--- config.mk ---
export PLATFORM = sky130hd
export DESIGN_NAME = sid_env_ctrl
export DESIGN_NICKNAME = d
export VERILOG_FILES = /design/src/rtl/sid_env_ctrl.sv
export SDC_FILE = /design/constraint.sdc
export NUM_CORES = 1
export LEC_CHECK = 0
export ABC_AREA = 0
export ABC_CLOCK_PERIOD_IN_PS = 1750
export BUFFER_PORTS_ARGS = -buffer_cell sky130_fd_sc_hd__clkbuf_2
export CAP_MARGIN = 10
export CORE_MARGIN = 2
export CORE_UTILIZATION = 40
export DETAILED_ROUTE_END_ITERATION = 10
export PLACE_DENSITY_LB_ADDON = 0.3
export SLEW_MARGIN = 20
export SYNTH_ARGS = -nofsm -noshare
export SYNTH_HDL_FRONTEND = slang
export SYNTH_SLANG_ARGS = --single-unit
export TNS_END_PERCENT = 20
--- constraint.sdc ---
create_clock -name clk -period 1.75 [get_ports clk]
set_input_delay 0.0875 -clock clk [delete_from_list [all_inputs] [get_ports clk]]
set_output_delay 0.0875 -clock clk [all_outputs]
set_load 0.1 [all_outputs]
--- src/rtl/sid_env_ctrl.sv ---
// sid_env_ctrl: register front-end and sequencer for the three SID envelope generators.
//   Decodes CPU writes to the per-voice CONTROL/AD/SR registers into shadow storage,
//   commits the shadows to the envelope inputs on the envelope tick, generates that
//   tick (clk_en) and serves ENV3 readback.
// Ports:
//   clk, n_reset          system clock, asynchronous active-low reset
//   bus_addr/wdata/we/re  CPU register bus request (1-cycle strobes)
//   bus_rdata/bus_ack     registered response, valid the cycle after the strobe
//   env3_vol              voice 2 envelope level, returned on reads of 0x1C
//   clk_en                envelope tick, high 1 cycle in CLK_DIV
//   gate, atk, dcy, stn, rls  committed envelope controls, voice n in bit n / [4n+3:4n]
// Configuration macro: SID_ENV_CTRL_READBACK_EN makes CONTROL/AD/SR readable (shadow value).
module sid_env_ctrl #(
   parameter int unsigned CLK_DIV = 16
) (
   input  logic        clk,
   input  logic        n_reset,
   input  logic [4:0]  bus_addr,
   input  logic [7:0]  bus_wdata,
   input  logic        bus_we,
   input  logic        bus_re,
   output logic [7:0]  bus_rdata,
   output logic        bus_ack,
   input  logic [7:0]  env3_vol,
   output logic        clk_en,
   output logic [2:0]  gate,
   output logic [11:0] atk,
   output logic [11:0] dcy,
   output logic [11:0] stn,
   output logic [11:0] rls
);

   localparam int unsigned CNT_W    = (CLK_DIV > 2) ? $clog2(CLK_DIV) : 1;
   localparam int unsigned NVOICE   = 3;
   localparam logic [4:0]  ENV3_ADR = 5'h1C;

   logic [CNT_W-1:0] cnt;
   logic [2:0]       sh_gate;
   logic [2:0]       pend_rise;
   logic [11:0]      sh_atk, sh_dcy, sh_stn, sh_rls;
   logic [7:0]       rd_val_c;

   // Tick divider: clk_en is high in the cycle after the count reaches its last value.
   always_ff @(posedge clk or negedge n_reset) begin
      if (!n_reset) begin
         cnt    <= '0;
         clk_en <= 1'b0;
      end else begin
         clk_en <= (cnt == CNT_W'(CLK_DIV - 1));
         if (cnt == CNT_W'(CLK_DIV - 1)) cnt <= '0;
         else                            cnt <= cnt + CNT_W'(1);
      end
   end

   // Shadow registers and pending gate rises. A rise written on the commit edge
   // must survive that commit, so the set takes priority over the clear.
   always_ff @(posedge clk or negedge n_reset) begin
      if (!n_reset) begin
         sh_gate   <= '0;
         pend_rise <= '0;
         sh_atk    <= '0;
         sh_dcy    <= '0;
         sh_stn    <= '0;
         sh_rls    <= '0;
      end else begin
         for (int n = 0; n < int'(NVOICE); n++) begin
            if (bus_we && bus_addr == 5'(7 * n + 4)) sh_gate[n] <= bus_wdata[0];
            if (bus_we && bus_addr == 5'(7 * n + 5)) begin
               sh_atk[4*n +: 4] <= bus_wdata[7:4];
               sh_dcy[4*n +: 4] <= bus_wdata[3:0];
            end
            if (bus_we && bus_addr == 5'(7 * n + 6)) begin
               sh_stn[4*n +: 4] <= bus_wdata[7:4];
               sh_rls[4*n +: 4] <= bus_wdata[3:0];
            end
            if (bus_we && bus_addr == 5'(7 * n + 4) && bus_wdata[0] && !sh_gate[n])
               pend_rise[n] <= 1'b1;
            else if (clk_en)
               pend_rise[n] <= 1'b0;
         end
      end
   end

   // Commit: outputs load the shadows on the tick; a pending rise forces one tick of gate.
   always_ff @(posedge clk or negedge n_reset) begin
      if (!n_reset) begin
         gate <= '0;
         atk  <= '0;
         dcy  <= '0;
         stn  <= '0;
         rls  <= '0;
      end else if (clk_en) begin
         gate <= sh_gate | pend_rise;
         atk  <= sh_atk;
         dcy  <= sh_dcy;
         stn  <= sh_stn;
         rls  <= sh_rls;
      end
   end

   // Read data mux; unmapped and write-only addresses read 0x00.
   always_comb begin
      rd_val_c = 8'h00;
      if (bus_addr == ENV3_ADR) rd_val_c = env3_vol;
`ifdef SID_ENV_CTRL_READBACK_EN
      for (int n = 0; n < int'(NVOICE); n++) begin
         if (bus_addr == 5'(7 * n + 4)) rd_val_c = {7'b0, sh_gate[n]};
         if (bus_addr == 5'(7 * n + 5)) rd_val_c = {sh_atk[4*n +: 4], sh_dcy[4*n +: 4]};
         if (bus_addr == 5'(7 * n + 6)) rd_val_c = {sh_stn[4*n +: 4], sh_rls[4*n +: 4]};
      end
`endif
   end

   // Bus response: one ack per strobe; a simultaneous write drops the read.
   always_ff @(posedge clk or negedge n_reset) begin
      if (!n_reset) begin
         bus_ack   <= 1'b0;
         bus_rdata <= 8'h00;
      end else begin
         bus_ack   <= bus_we | bus_re;
         bus_rdata <= (bus_re && !bus_we) ? rd_val_c : 8'h00;
      end
   end

endmodule
==> results of run 1 <==
worst max-delay path by stage:
stage                       startpoint                    end  slack, ns
finish              stn[7]$_DFFE_PN0P_                 stn[7]       0.39
global route          clk_en$_DFF_PN0_                 clk_en       0.35
CTS                 stn[7]$_DFFE_PN0P_                 stn[7]       0.38
detailed placement         bus_addr[3]  sh_atk[5]$_DFFE_PN0P_       0.38
global placement           bus_addr[2]  sh_dcy[9]$_DFFE_PN0P_       0.42
floorplan             clk_en$_DFF_PN0_    atk[10]$_DFFE_PN0P_       0.02
cells by family (layout without fill, tap and decap cells):
kind of cell,Yosys count,in the layout,share of synthesized area [%]
multiplexers,99,99,25.4
AND/OR/NAND/NOR,38,38,5.28
flip-flops,119,119,66.1
AO/OA/AOI/OAI,9,9,1.17
buffers and inverters,15,141,1.56
XOR/XNOR,1,1,0.194
adder cells (fa/ha/maj),1,1,0.278
where the power goes:
group	total [uW]	switching, uW	leakage (uW)	internal [uW]
logic	2610	2060	0.00109	546
clock network	3230	1150	0.000286	2080
registers	3470	252	0.00153	3220
total	9300	3460	0.00290	5850
final cells by class:
type                            instances  area, um^2  area share [%]
Clock inverter                          9        73.8            1.26
Inverter                                5        18.8           0.321
Sequential cell                       119        2980            51.0
Clock buffer                           23         488            8.35
Multi-Input combinational cell        148        1460            24.9
Tap cell                              140         175            3.00
Timing Repair Buffer                  104         653            11.2
state kept, by name, indices dropped and copies added (netlist names):
register,cells
bus_ack,1
sh_stn,12
rls,12
sh_gate,3
gate,3
dcy,12
sh_atk,12
sh_dcy,12
cnt,4
atk,12
stn,12
clk_en,1
bus_rdata,8
pend_rise,3
sh_rls,12
synthesized netlist by cell type, types with 2 or more instances:
master and count:
inv_1 5, mux2_4 8, nand2_1 2, nor2_1 8, clkbuf_1 3, o32ai_1 2, o21ai_0 3, nand4_1 2
a21oi_1 4, mux2_2 91, nor2b_1 5, and3_1 3, buf_2 4, nand2_2 2, dfrtp_1 119, and2_1 8
through the flow:
step | area, um^2 | worst slack, ns | std cells | hold slack, ns | utilization, %
floorplan | 4510 | 0.0234 | 282 | -0.208 | -
global placement | 5160 | 0.418 | 504 | 0.0582 | 47.2
detailed placement | 5160 | 0.380 | 504 | 0.0658 | 47.2
CTS | 5840 | 0.377 | 548 | 0.00486 | 53.4
global route | 5840 | 0.353 | 548 | 0.0217 | 53.4
finish | 5840 | 0.394 | 548 | 0.0212 | 53.4
routing by layer:
| layer | vias to the layer above | GRT usage, % | wire, um |
|---|---|---|---|
| met3 | 14 | 5.76 | 433 |
| met4 | 0 | 7.23 | 142 |
| met1 | 1365 | 21.9 | 4140 |
| met2 | 61 | 25.2 | 4300 |
| met5 | - | 0 | 0 |
| li1 | 1224 | - | - |
==> flow_metrics.py, run 1 <==
metrics = {
    "status": {
        "status": "finished clean",
    },
    "detailed_routing": {
        "drt-total-wl_mm": 9.02,
        "firstDrtPassIters": 4,
        "detail_route.vias_per_cell": 4.86,
        "drc": 0,
        "vias": 2664,
        "ant_nets": 0,
        "drt-initial-drc-count": 133,
        "routedWlPerCell_um": 16.5,
    },
    "cts": {
        "clk_latency_ns": 0.41,
        "cts_root_buffer": "clkbuf_16",
        "clk_pin_slew_ns": 0.05,
        "htree_levels": 4,
        "tritoncts": "built",
        "post_cts_buffers": 0,
        "cts.sinks": 119,
        "cts_buffer_depth": 2,
        "cts_resized": 0,
        "cts_made_buffers": 17,
        "postCtsHoldBufs": 12,
    },
    "sta": {
        "rsz0062_at_grt": "false",
        "finalCritPeriodShare_pct": 77.5,
        "drv_slew": 0,
        "hold_viol_final": 0,
        "worst_slew_pin_slew_ns": 0.564,
        "final.setup_skew_ns": 0.00566,
        "fin_setup_tns_ns": 0,
        "setup_violations": 0,
        "finalCriticalPeriod_ns": 1.36,
        "timing.slew.headroom_pct": 62.6,
        "max_freq_ghz": 0.737,
    },
    "setup_path": {
        "rrSetupSlack_ns": 0.59,
        "endpoint_kind": "output pin",
        "slowest_stage": "clkbuf_2",
        "timing.rr.end": "dcy[9]$_DFFE_PN0P_",
        "cp.depth": 1,
        "cpLargestDelayFamily": "buffers and inverters",
        "rr_worst_depth": 2,
        "worstPathMaxFanout": 2,
        "cp_cell_sequence": "clkbuf_2",
        "max_stage_delay_ns": 0.47,
        "critPathBufInv": 1,
        "r2r-start": "clk_en$_DFF_PN0_",
        "critPathLaunchType": "flop",
        "cp.required_ns": 1.66,
        "cp.arrival_ns": 1.27,
        "timing_worst_setup_path_type": "reg2out",
    },
    "final_layout": {
        "drive_above_1_share_pct": 55.6,
        "final_nets": 421,
        "n_antenna_cell": 0,
        "num-fill-cells": 944,
        "syn_to_final_growth_pct": 29.8,
        "final_common_cell": "dfrtp_1",
        "mostFrequentLayoutCells": "dfrtp_1, mux2_2, clkbuf_2",
    },
    "floorplanning": {
        "dieArea_um2": 12100,
        "core_um2": 10900,
        "start_util_pct": 41.2,
        "fp.dieH_um": 110,
        "die_w_um": 110,
        "io_pins": 86,
        "rows": 38,
    },
    "grt": {
        "antenna_found_initial": 0,
        "grt_max_degree": 53,
        "grt_util_all_layers_pct": 16.7,
        "grt_pass1_vias": 2768,
        "grt_overflow": 0,
        "grt_pass1_wl_mm": 14.6,
    },
    "hold_path": {
        "holdCritStartpoint": "bus_wdata[6]",
        "min_path_type": "in2reg",
        "hold-path-cell-count": 2,
        "whs_endpoint": "sh_stn[2]$_DFFE_PN0P_",
    },
    "pwr": {
        "total_power_uw": 9300,
        "peakVddDrop_mv": 0.776,
        "p_per_area_nw_per_um2": 1590,
        "p_leak_uw": 0.00290,
    },
    "synth": {
        "synth_cells": 282,
        "synth-edff-count": 0,
        "ys.flop_type": "dfrtp_1",
        "syn_area_um2": 4500,
        "synth-seq-cells": 119,
        "seq_area_frac_synth_pct": 66.1,
        "syn_nets": 308,
        "ys_top_cells_by_area": "dfrtp_1, mux2_2, mux2_4",
        "synth.yosys.warnings": 0,
        "synth_top_area_share_pct": 66.1,
        "synth.distinct_cells": 29,
        "async_reset_ff_share_pct": 100,
        "syn_avg_cell_area_um2": 16.0,
        "synth_top_cell_by_area": "dfrtp_1",
    },
    "placement": {
        "dp_hpwl_mm": 5.85,
        "place_congestion": 0.764,
        "io_buffers": 85,
    },
    "run": {
        "drv_cap": 0,
    },
}
(Power assumes the default switching activity.)
==> run 2, diff against run 1 <==
--- a/config.mk
+++ b/config.mk
@@ -6,7 +6,7 @@
 export NUM_CORES = 1
 export LEC_CHECK = 0
 export ABC_AREA = 0
-export ABC_CLOCK_PERIOD_IN_PS = 1750
+export ABC_CLOCK_PERIOD_IN_PS = 1400
 export BUFFER_PORTS_ARGS = -buffer_cell sky130_fd_sc_hd__clkbuf_2
 export CAP_MARGIN = 10
 export CORE_MARGIN = 2
==> constraint.sdc (replaced) <==
create_clock -name clk -period 1.4 [get_ports clk]
set_input_delay 0.07 -clock clk [delete_from_list [all_inputs] [get_ports clk]]
set_output_delay 0.07 -clock clk [all_outputs]
set_load 0.1 [all_outputs]
==> run 2 against run 1 <==
Combinational power increased by 25%. Final cell count increased by 0.36%. Highest routed layer unchanged. Clock skew increased by 0.0058 ns. Non-clock buffer count increased by 2.
==> flow_metrics.py, run 2 (synthesized netlist as in run 1, its figures left out) <==
metrics = {
    "status": {
        "status": "finished clean",
    },
    "setup_path": {
        "endpoint_kind": "output pin",
        "timing.rr.end": "dcy[9]$_DFFE_PN0P_",
        "rrSetupSlack_ns": 0.23,
        "critPathBufInv": 2,
        "worstPathMaxFanout": 12,
        "slowest_stage": "dfrtp_4",
        "cp.required_ns": 1.33,
        "cpLargestDelayFamily": "flip-flops",
        "cp_cell_sequence": "buf_4 -> buf_12",
        "critPathLaunchType": "flop",
        "max_stage_delay_ns": 0.49,
        "r2r-start": "clk_en$_DFF_PN0_",
        "rr_worst_depth": 2,
        "timing_worst_setup_path_type": "reg2out",
        "cp.depth": 2,
        "cp.arrival_ns": 1.28,
    },
    "placement": {
        "dp_hpwl_mm": 6.11,
        "dp_slack_ns": 0.0719,
        "place_congestion": 0.747,
        "io_buffers": 85,
        "placedCellCount": 506,
    },
    "sta": {
        "drv_slew": 0,
        "hold_viol_final": 0,
        "finalCriticalPeriod_ns": 1.35,
        "finalCritPeriodShare_pct": 96.5,
        "holdWs_ns": 0.0183,
        "setup_violations": 0,
        "worst_slew_pin_slew_ns": 0.567,
        "timing.slew.headroom_pct": 62.3,
        "max_freq_ghz": 0.740,
        "fin_ws_ns": 0.0495,
        "rsz0062_at_grt": "false",
        "final.setup_skew_ns": 0.0114,
    },
    "cts": {
        "cts_made_buffers": 17,
        "cts_root_buffer": "clkbuf_16",
        "cts_buffer_depth": 2,
        "clk_latency_ns": 0.40,
        "htree_levels": 4,
        "cts.sinks": 119,
        "tritoncts": "built",
        "cts_resized": 0,
        "clk_pin_slew_ns": 0.05,
    },
    "detailed_routing": {
        "routedWlPerCell_um": 16.4,
        "vias": 2666,
        "detail_route.vias_per_cell": 4.85,
        "firstDrtPassIters": 4,
        "drt-initial-drc-count": 69,
        "drt-total-wl_mm": 9.05,
        "ant_nets": 0,
        "drc": 0,
    },
    "floorplanning": {
        "io_pins": 86,
        "die_w_um": 110,
        "start_util_pct": 41.2,
        "fp.dieH_um": 110,
        "core_um2": 10900,
        "rows": 38,
        "dieArea_um2": 12100,
    },
    "hold_path": {
        "whs_endpoint": "sh_dcy[2]$_DFFE_PN0P_",
        "min_path_type": "in2reg",
        "hold-path-cell-count": 2,
        "holdCritStartpoint": "bus_wdata[2]",
    },
    "run": {
        "drv_cap": 0,
    },
    "grt": {
        "grt_util_all_layers_pct": 16.6,
        "grt_pass1_wl_mm": 14.6,
        "antenna_found_initial": 0,
        "grt_overflow": 0,
        "grt_pass1_vias": 2787,
        "grt_max_degree": 40,
    },
    "pwr": {
        "p_leak_uw": 0.00295,
        "p_int_uw": 7870,
        "swShare_pct": 35.5,
        "p_per_area_nw_per_um2": 2050,
        "power_frac_seq_pct": 35.6,
        "peakVddDrop_mv": 0.920,
        "clkPwrFrac_pct": 37.7,
        "combPwrFrac_pct": 26.7,
        "total_power_uw": 12200,
        "p_switching_uw": 4330,
    },
    "final_layout": {
        "n_antenna_cell": 0,
        "drive_above_1_share_pct": 55.6,
        "final_util_pct": 54.5,
        "final_common_cell": "dfrtp_1",
        "mostFrequentLayoutCells": "dfrtp_1, mux2_2, clkbuf_2",
        "final_cells": 550,
        "syn_to_final_growth_pct": 32.3,
        "final_nets": 423,
    },
}
run 2: cell count changes in the layout (fill, tap and decap cells not counted), sizes merged:
cell      before  now
clkbuf       106  107
bufinv         1    4
clkinvlp       0    1
clkinv         8    3
buf            9   11
run 2: how the worst max path moves through the flow:
| stage | slack [ns] | end | startpoint |
|---|---|---|---|
| floorplan | -0.07 | dcy[0]$_DFFE_PN0P_ | clk_en$_DFF_PN0_ |
| global placement | 0.11 | sh_atk[8]$_DFFE_PN0P_ | bus_addr[2] |
| detailed placement | 0.07 | sh_atk[8]$_DFFE_PN0P_ | bus_addr[2] |
| CTS | 0.03 | clk_en | clk_en$_DFF_PN0_ |
| global route | 0.02 | clk_en | clk_en$_DFF_PN0_ |
| finish | 0.05 | clk_en | clk_en$_DFF_PN0_ |
run 2: per-stage QoR:
| stage | TNS, ns | cell area, um^2 |
|---|---|---|
| floorplan | -2.13 | 4520 |
| global placement | 0 | 5200 |
| detailed placement | 0 | 5200 |
| CTS | 0 | 5960 |
| global route | 0 | 5960 |
| finish | 0 | 5960 |
run 2: power groups by stage:
stage                     sequential, uW  clock, uW  combinational (uW)
after floorplan                     6430          0                 565
after global placement              4370          0                3220
after detailed placement            4400          0                3260
after CTS                           4350       4670                3290
after global routing                4410       4850                3390
final                               4340       4600                3260
run 2: layout make-up:
class	instances	area, um^2
Fill cell	922	4980
Sequential cell	119	2980
Multi-Input combinational cell	148	1460
Timing Repair Buffer	106	693
Clock buffer	24	492
Tap cell	140	175
Clock inverter	8	143
Inverter	5	18.8
run 2: repair_timing:
action                    CTS  global route
hold endpoints to repair  133             0
setup buffers               0             0
hold buffers               12             0
run 2: per-layer routing:
| metal | track usage, % | share of wire (%) | wire, um | vias to the layer above |
|---|---|---|---|---|
| met1 | 20.9 | 44 | 4000 | 1380 |
| li1 | - | - | - | 1218 |
| met3 | 5.29 | 4.4 | 397 | 15 |
| met4 | 6.70 | 1.6 | 149 | 0 |
| met5 | 0 | 0 | 0 | - |
| met2 | 26.6 | 50 | 4500 | 53 |
run 2: worst reg2reg max path: stages, from the launching register on:
cell     delay (ns)
dfrtp_4        0.43
buf_12         0.24
mux2_2         0.38
==> run 3, diff against run 2 <==
--- a/config.mk
+++ b/config.mk
@@ -12,7 +12,7 @@
 export CORE_MARGIN = 2
 export CORE_UTILIZATION = 40
 export DETAILED_ROUTE_END_ITERATION = 10
-export PLACE_DENSITY_LB_ADDON = 0.3
+export PLACE_DENSITY = 0.6
 export SLEW_MARGIN = 20
 export SYNTH_ARGS = -nofsm -noshare
 export SYNTH_HDL_FRONTEND = slang
==> run 3 against run 2 <==
First-iteration DRC count grew 77%. Via count grew 1.7%. Highest routed layer unchanged. Critical path depth grew 1. Utilization shrank 0.069 points. Clock power shrank 8.0%. Power shrank 3.2%. Sequential power is essentially flat. Largest cell class unchanged. Final area shrank 0.13%. Non-clock buffer count grew 5.
==> flow_metrics.py, run 3 (synthesized netlist as in run 1, its figures left out) <==
metrics = {
    "cts": {
        "htree_levels": 4,
        "cts_resized": 0,
        "cts_buffer_depth": 2,
        "tritoncts": "built",
        "cts_root_buffer": "clkbuf_16",
        "cts.sinks": 119,
        "clk_pin_slew_ns": 0.05,
        "clk_latency_ns": 0.40,
        "cts_made_buffers": 17,
    },
    "hold_path": {
        "holdCritStartpoint": "bus_wdata[5]",
        "whs_endpoint": "sh_atk[5]$_DFFE_PN0P_",
        "min_path_type": "in2reg",
        "hold-path-cell-count": 2,
    },
    "grt": {
        "grt_max_degree": 80,
        "grt_util_all_layers_pct": 15.9,
        "grt_pass1_vias": 2694,
        "antenna_found_initial": 0,
        "grt_pass1_wl_mm": 14.2,
        "grt_overflow": 0,
    },
    "detailed_routing": {
        "routedWlPerCell_um": 15.9,
        "drc": 0,
        "vias": 2712,
        "detail_route.vias_per_cell": 4.90,
        "drt-total-wl_mm": 8.79,
        "firstDrtPassIters": 4,
        "drt-initial-drc-count": 122,
        "ant_nets": 0,
    },
    "setup_path": {
        "cp_cell_sequence": "buf_4 -> buf_12 -> mux2_2",
        "worstPathMaxFanout": 23,
        "cp.required_ns": 1.68,
        "rr_worst_depth": 3,
        "rrSetupSlack_ns": 0.06,
        "critPathLaunchType": "flop",
        "critPathBufInv": 2,
        "cpLargestDelayFamily": "flip-flops",
        "cp.arrival_ns": 1.62,
        "endpoint_kind": "flop",
        "max_stage_delay_ns": 0.43,
        "timing_worst_setup_path_type": "reg2reg",
        "timing.rr.end": "stn[1]$_DFFE_PN0P_",
        "slowest_stage": "dfrtp_4",
        "r2r-start": "clk_en$_DFF_PN0_",
    },
    "placement": {
        "placed_area_um2": 5200,
        "io_buffers": 85,
        "dp_hpwl_mm": 5.64,
        "place_congestion": 0.760,
    },
    "sta": {
        "holdWs_ns": 0.0251,
        "worst_slew_pin_slew_ns": 0.574,
        "max_freq_ghz": 0.747,
        "final.setup_skew_ns": 0.00988,
        "finalCriticalPeriod_ns": 1.34,
        "finalCritPeriodShare_pct": 95.6,
        "rsz0062_at_grt": "false",
        "hold_viol_final": 0,
        "timing.slew.headroom_pct": 61.9,
        "drv_slew": 0,
        "setup_violations": 0,
    },
    "run": {
        "drv_cap": 0,
    },
    "pwr": {
        "p_per_area_nw_per_um2": 1980,
        "p_switching_uw": 4240,
        "swShare_pct": 35.9,
        "power_frac_seq_pct": 36.6,
        "p_int_uw": 7570,
        "clkPwrFrac_pct": 35.8,
        "peakVddDrop_mv": 0.854,
        "combPwrFrac_pct": 27.6,
        "p_leak_uw": 0.00294,
    },
    "floorplanning": {
        "dieArea_um2": 12100,
        "die_w_um": 110,
        "core_um2": 10900,
        "fp.dieH_um": 110,
        "io_pins": 86,
        "rows": 38,
        "start_util_pct": 41.2,
    },
    "final_layout": {
        "final_area_um2": 5950,
        "mostFrequentLayoutCells": "dfrtp_1, mux2_2, clkbuf_2",
        "drive_above_1_share_pct": 55.1,
        "n_antenna_cell": 0,
        "final_common_cell": "dfrtp_1",
        "syn_to_final_growth_pct": 32.1,
        "final_nets": 428,
    },
    "status": {
        "status": "finished clean",
    },
}
-- run 3: changes by cell type in the layout (fill, tap and decap cells not counted) --
cell,delta
clkbuf_8,+5
clkinv_2,-3
clkbuf_1,+1
dlygate4sd3_1,+3
bufinv_16,-3
clkinvlp_4,-1
buf_12,-1
buf_4,+3
-- run 3: power groups by stage --
stage               combinational, uW  sequential (uW)  clock [uW]
floorplan                         565             6430           0
global placement                 3220             4360           0
detailed placement               3250             4380           0
CTS                              3290             4320        4330
global route                     3380             4390        4490
finish                           3260             4320        4230
-- run 3: metrics by stage --
step | power [uW] | worst slack [ns] | TNS (ns) | utilization (%) | instances
2_1_floorplan | 7000 | -0.0721 | -2.13 | - | 282
3_3_place_gp | 7580 | 0.0923 | 0 | 47.6 | 507
3_5_place_dp | 7620 | 0.0856 | 0 | 47.6 | 507
4_1_cts | 11900 | 0.0514 | 0 | 54.4 | 554
5_1_grt | 12300 | 0.0100 | 0 | 54.4 | 554
6_report | 11800 | 0.0619 | 0 | 54.4 | 554
-- run 3: area by class of cell --
class / count / area (um^2)
fillers: 941 / 4980
flip-flops and latches: 119 / 2980
multi-input cells: 148 / 1460
repair buffers: 111 / 726
clock buffers: 30 / 564
well taps: 140 / 175
clock inverters: 1 / 30.0
inverters: 5 / 18.8
-- run 3: worst max-delay path by stage --
stage,startpoint,end,slack [ns],cells past startpoint
2_1_floorplan,clk_en$_DFF_PN0_,dcy[0]$_DFFE_PN0P_,-0.07,2
3_3_place_gp,bus_addr[3],sh_atk[10]$_DFFE_PN0P_,0.09,5
3_5_place_dp,bus_addr[3],sh_atk[8]$_DFFE_PN0P_,0.09,5
4_1_cts,clk_en$_DFF_PN0_,stn[1]$_DFFE_PN0P_,0.05,3
5_1_grt,clk_en$_DFF_PN0_,dcy[1]$_DFFE_PN0P_,0.01,3
6_report,clk_en$_DFF_PN0_,stn[1]$_DFFE_PN0P_,0.06,3
-- run 3: what timing repair did --
item / CTS / global route
buffers inserted: 2 / 0
hold endpoints to repair: 144 / 0
endpoints found under the setup margin: 1 / 0
hold buffers: 15 / 0
-- run 3: per-layer routing --
layer	GRT usage (%)	up-vias	share of wire, %
li1	-	1242	-
met1	20.6	1408	45
met2	24.5	50	49
met3	5.29	12	4.4
met4	6.96	0	1.4
met5	0	-	0
-- run 3: worst reg2reg max path: cells and delay by family (launching register included) --
family,cells,cell delay [ns]
flops,1,0.43
buf+inv,2,0.42
mux,1,0.36
